$ cat config.mk
export PLATFORM = sky130hd
export DESIGN_NAME = meas_sw_debounce
export DESIGN_NICKNAME = d
export VERILOG_FILES = /design/src/rtl/meas_sw_debounce.sv
export SDC_FILE = /design/constraint.sdc
export NUM_CORES = 1
export LEC_CHECK = 0
export CAP_MARGIN = 20
export CORE_UTILIZATION = 38
export DETAILED_ROUTE_END_ITERATION = 12
export PLACE_DENSITY_LB_ADDON = 0.2
export SETUP_SLACK_MARGIN = 0.3
export SYNTH_ARGS = -nofsm -noshare
export SYNTH_HDL_FRONTEND = slang
export SYNTH_SLANG_ARGS = --single-unit
$ cat constraint.sdc
create_clock -name clk -period 14.9 [get_ports clk]
set_input_delay 2.98 -clock clk [delete_from_list [all_inputs] [get_ports clk]]
set_output_delay 2.98 -clock clk [all_outputs]
set_load 0.02 [all_outputs]
$ cat src/rtl/meas_sw_debounce.sv
// meas_sw_debounce: sync+debounce switch bus (clk, reset_i, sw_raw_i -> sw_o, rise_o, fall_o, chg_valid_o/chg_mask_o/chg_ack_i, ovf_o, glitch_cnt_o; glitch counter only with MEAS_SW_GLITCH_CNT_EN)
module meas_sw_debounce #(
  parameter int WIDTH = 16,
  parameter int SYNC_STAGES = 2,
  parameter int DEB_CYCLES = 100000,
  parameter logic [WIDTH-1:0] RESET_VAL = '0
) (
  input  logic             clk,
  input  logic             reset_i,
  input  logic [WIDTH-1:0] sw_raw_i,
  output logic [WIDTH-1:0] sw_o,
  output logic [WIDTH-1:0] rise_o,
  output logic [WIDTH-1:0] fall_o,
  output logic             chg_valid_o,
  output logic [WIDTH-1:0] chg_mask_o,
  input  logic             chg_ack_i,
  output logic             ovf_o,
  output logic [15:0]      glitch_cnt_o
);
  localparam int CNT_W = $clog2(DEB_CYCLES + 1);
  localparam logic [CNT_W-1:0] CNT_MAX = CNT_W'(DEB_CYCLES - 1);
  logic [WIDTH-1:0] sync_q [SYNC_STAGES];
  logic [CNT_W-1:0] cnt [WIDTH];
  logic [WIDTH-1:0] s, diff, hit, acc;
  assign s = sync_q[SYNC_STAGES-1];
  assign diff = s ^ sw_o;
  assign acc = rise_o | fall_o;
  always_comb begin
    hit = '0;
    for (int i = 0; i < WIDTH; i++) hit[i] = diff[i] && cnt[i] == CNT_MAX;
  end
  always_ff @(posedge clk or posedge reset_i)
    if (reset_i) begin
      for (int k = 0; k < SYNC_STAGES; k++) sync_q[k] <= RESET_VAL;
      for (int i = 0; i < WIDTH; i++) cnt[i] <= '0;
      sw_o <= RESET_VAL;
      rise_o <= '0;
      fall_o <= '0;
    end else begin
      sync_q[0] <= sw_raw_i;
      for (int k = 1; k < SYNC_STAGES; k++) sync_q[k] <= sync_q[k-1];
      for (int i = 0; i < WIDTH; i++) cnt[i] <= (!diff[i] || hit[i]) ? '0 : cnt[i] + 1'b1;
      sw_o <= sw_o ^ hit;
      rise_o <= hit & s;
      fall_o <= hit & ~s;
    end
  always_ff @(posedge clk or posedge reset_i)
    if (reset_i) begin
      chg_valid_o <= 1'b0;
      chg_mask_o <= '0;
      ovf_o <= 1'b0;
    end else if (!chg_valid_o) begin
      if (|acc) begin
        chg_valid_o <= 1'b1;
        chg_mask_o <= acc;
      end
    end else if (!chg_ack_i) begin
      chg_mask_o <= chg_mask_o | acc;
      ovf_o <= ovf_o | (|(chg_mask_o & acc));
    end else begin
      chg_valid_o <= |acc;
      chg_mask_o <= acc;
      ovf_o <= 1'b0;
    end
`ifdef MEAS_SW_GLITCH_CNT_EN
  logic [31:0] sum;
  always_comb begin
    sum = {16'b0, glitch_cnt_o};
    for (int i = 0; i < WIDTH; i++) sum = sum + 32'(!diff[i] && cnt[i] != '0);
  end
  always_ff @(posedge clk or posedge reset_i)
    if (reset_i) glitch_cnt_o <= '0;
    else glitch_cnt_o <= sum > 32'hFFFF ? 16'hFFFF : sum[15:0];
`else
  assign glitch_cnt_o = '0;
`endif
endmodule
Word-level counts from Yosys, hierarchy flattened:

Cells that the tools add are included.

* reductions and logical operators: 51
* mux-type cells: 23
* equal/unequal tests: 16
* bitwise operators: 9
* $add $sub $neg: 16

Operator list (count)
* adder 17 x 1 -> 17 bit, second input constant: 16
* equality test 17 bit, second input constant: 16
* 2-to-1 mux 17 bit: 16
* bitwise AND 16 bit: 3
* 2-to-1 mux 16 bit: 3
* bitwise OR 16 bit: 2
* OR reduction 16 bit: 2
* XOR 16 bit: 2
* logical AND 1 bit: 16
* zero test 1 bit: 16
* logical OR 1 bit: 16
* NOT 16 bit: 1
* 2-to-1 mux 1 bit: 4
* nonzero test 2 bit: 1
* bitwise OR 1 bit: 1

* logic and storage cells: 139
* register bits: 370

Logic depth before layout (Yosys ltp):

* depth after elaboration: 5
* mapped depth: 7
* gate-level depth less buffers: 5

Worst setup path after synthesis:

Ideal clock, no wire load.

* path type: input-to-reg
* start point: input chg_ack_i
* end point: register chg_valid_o
* slack: 11.098 ns
* arrival time: 3.655 ns
* data required time: 14.754 ns
* cell stages on the path: 2
* cells stage by stage: nand2b_1 -> or4b_2

* longest elaborated chain between the ends: 2

RTL lines
* start, declared: RTL line 16 `input logic chg_ack_i,`
* 2-to-1 mux 1 bit: RTL line 57 `end else if (!chg_ack_i) begin`
* 2-to-1 mux 1 bit: RTL line 52 `end else if (!chg_valid_o) begin`
* end signal, assigned: RTL line 61 `chg_valid_o <= |acc;`
* end, declared: RTL line 14 `output logic chg_valid_o,`

Every way passes these cells.
A chain may end at the register's enable or synchronous reset.

==> key figures <==
Run status
  – Status: finished, final reports clean

Critical path
  – CP cell instances: clkdlybuf4s50_1 > inv_8 > buf_12 > buf_4
  – Kind of critical path: input pin to asynchronous set/reset pin
  – Crit. End Element: asynchronous set/reset pin
  – Worst Setup Start Kind: input pin
  – Cell family contributing the most delay on the critical path: buffers and inverters
  – Worst stage delay on the critical path: 800 ps
  – Slowest library cell on the worst path: buf_4
  – WP buf/inv: 4
  – Critical path required time: 15450 ps
  – Crit path max fanout: 170
  – Arr. time, crit path: 5790 ps

Drt
  – DR top layer: met4
  – DRC: 0
  – DRT Pass-1 Iters: 4
  – Vias: 11.4k
  – WL met1: 16700 um
  – Met2 wire length: 15100 um
  – ANT nets after route: 0
  – DR WL met3: 1430 um
  – DR WL/cell: 14.9 um
  – DRT iter0 DRCs: 626
  – Routed vias/inst: 4.99
  – Wirelength, routed: 34000 um

Final layout
  – Fin util: 45.5%
  – Layout cells sized above 1: 7.15%
  – Antenna diode count: 0
  – Final std cell area, no fill: 19800 um2
  – Area delta synth->final: 17.2%
  – # nets final: 1709

Synthesis
  – Cells after Synth: 1592
  – Synth top area cells: dfrtp_1, xor2_1, nor2_1, nand4_1, and4_1
  – YS warnings: 0
  – Post-synth cell types: 39
  – Post-synth EDFFs: 0
  – Most frequent cell after synthesis: dfrtp_1
  – Biggest area consumer among synthesized cells: dfrtp_1
  – Main synth FF type: dfrtp_1
  – Asr flop ratio synth: 100%
  – Synth top area share: 54.9%
  – Synthesized area per cell: 10.6 um2
  – Synthesized cell area: 16900 um2
  – Seq/Total Area, Yosys: 54.9%
  – Synth Register Bits: 370
  – Most instantiated cells after synthesis: dfrtp_1, nor2_1, xor2_1

Floorplan
  – Die area: 45200 um2
  – Initial Util: 38.8%
  – Std cell rows: 76
  – Die width: 213 um
  – Die Y: 213 um
  – Core area: 43500 um2
  – Io pins: 101

Global routing
  – Tot GR Track Use: 15.8%
  – First-pass GRT wire length: 57400 um
  – Via count of the first global-routing pass: 11.3k
  – Initial antenna violation count: 0
  – Largest net degree at the start of global routing: 171
  – Grt ovf: 0

Power
  – Pwr dens: 114 nW/um2
  – Worst vdd ir: 77.3 uV
  – Leakage power: 0.00841 uW

Timing
  – Max Fclk: 191 MHz
  – Setup skew after layout: 15.5 ps
  – Worst slew margin: 31.1%
  – Worst-margin pin slew: 1030 ps
  – Final hold viol count: 0
  – Period minus WS final: 5240 ps
  – Minimum hold slack: 347 ps
  – Final setup viols: 0
  – Fin crit share: 35.2%
  – Max-slew violation count: 0
  – Fin Setup TNS: 0 ps
  – RSZ-0062 raised after global routing: false

Clock network
  – TritonCTS buffer count: 43
  – Hold Buf Count CTS: 0
  – CTS tree: done
  – Clk slew on worst S/H paths: 60 ps
  – H-tree depth: 2
  – Worst skew pair latency: 560 ps
  – Clock Path Buffers: 3
  – CTS Root Cell: clkbuf_16
  – Clock Sinks: 370
  – Post-CTS Setup Repair Bufs: 0
  – Post_cts resized: 0

Placement
  – GPL Wtd Cong: 0.818
  – Placed Area: 18100 um2
  – Detailed Place HPWL: 22600 um
  – I/O Buffers: 84

Run
  – Max-cap violations: 0

Worst hold path
  – Hold WC Path Type: flop to flop
## routing by layer
layer | vias up | track usage (%)
met5 | - | 0
met4 | 0 | 4.99
met3 | 55 | 3.72
met2 | 150 | 24.1
met1 | 5554 | 22.1
li1 | 5680 | -
## area by class of cell
class	count	area, um2
Clock buffer	58	1270
Clock inverter	19	305
Fill cell	4117	23700
Inverter	18	75.1
Multi-Input combinational cell	1145	7180
Sequential cell	370	9260
Tap cell	585	732
Timing Repair Buffer	96	943
## through the flow
| stage | power [uW] | setup slack [ps] | cells |
|---|---|---|---|
| final | 2240 | 9660 | 2291 |
| after global routing | 2340 | 9190 | 2291 |
| after CTS | 2280 | 9490 | 2282 |
| after detailed placement | 1110 | 8890 | 2205 |
| after global placement | 1110 | 8890 | 2205 |
| after floorplan | 1100 | 1650 | 1607 |
## logic make-up after synthesis
group,Yosys count,synth area share [%]
AO/OA/AOI/OAI,113,3.78
XOR/XNOR,224,11.6
AND/OR/NAND/NOR,760,24.5
flip-flops,370,54.9
buffers and inverters,92,2.87
multiplexers,16,1.07
other,1,0.0222
adder cells (fa/ha/maj),16,1.19
## sequential cells by signal, indices dropped and copies added, names as in the netlist, named ones only
signal / flops
chg_mask_o: 16
chg_valid_o: 1
cnt: 272
fall_o: 16
ovf_o: 1
rise_o: 16
s: 16
sync_q: 16
## cells in the final DEF, fill, tap and decap left out, types with 32 or more instances in the layout
| master | n |
|---|---|
| a21oi_1 | 32 |
| and4_1 | 59 |
| clkbuf_16 | 45 |
| clkdlybuf4s50_1 | 84 |
| dfrtp_1 | 370 |
| nand2_1 | 69 |
| nand3_1 | 86 |
| nand4_1 | 108 |
| nor2_1 | 244 |
| nor3b_1 | 32 |
| o21ai_0 | 47 |
| or3_1 | 33 |
| xnor2_1 | 52 |
| xor2_1 | 172 |
## final timing paths
check / start / end / slack [ps] / depth (start not counted)
max: reset_i / cnt[59] / 9660 / 4
min: sync_q[27] / s[11] / 350 / 0
max reg2reg: fall_o[2] / ovf_o / 12270 / 4
min reg2reg: sync_q[27] / s[11] / 350 / 0
max in group clk: flop / sw_o[12] / 10250 / 1
min in group asynchronous: reset_i / s[1] / 2990 / 2
## where the power goes
part           leakage, uW  switching (uW)  total [uW]  internal, uW
clock             0.000771             413        1150           737
combinational      0.00267            42.8        61.3          18.5
sequential         0.00497            13.9        1030          1020
total              0.00841             469        2240          1780
(Power assumes the default switching activity.)
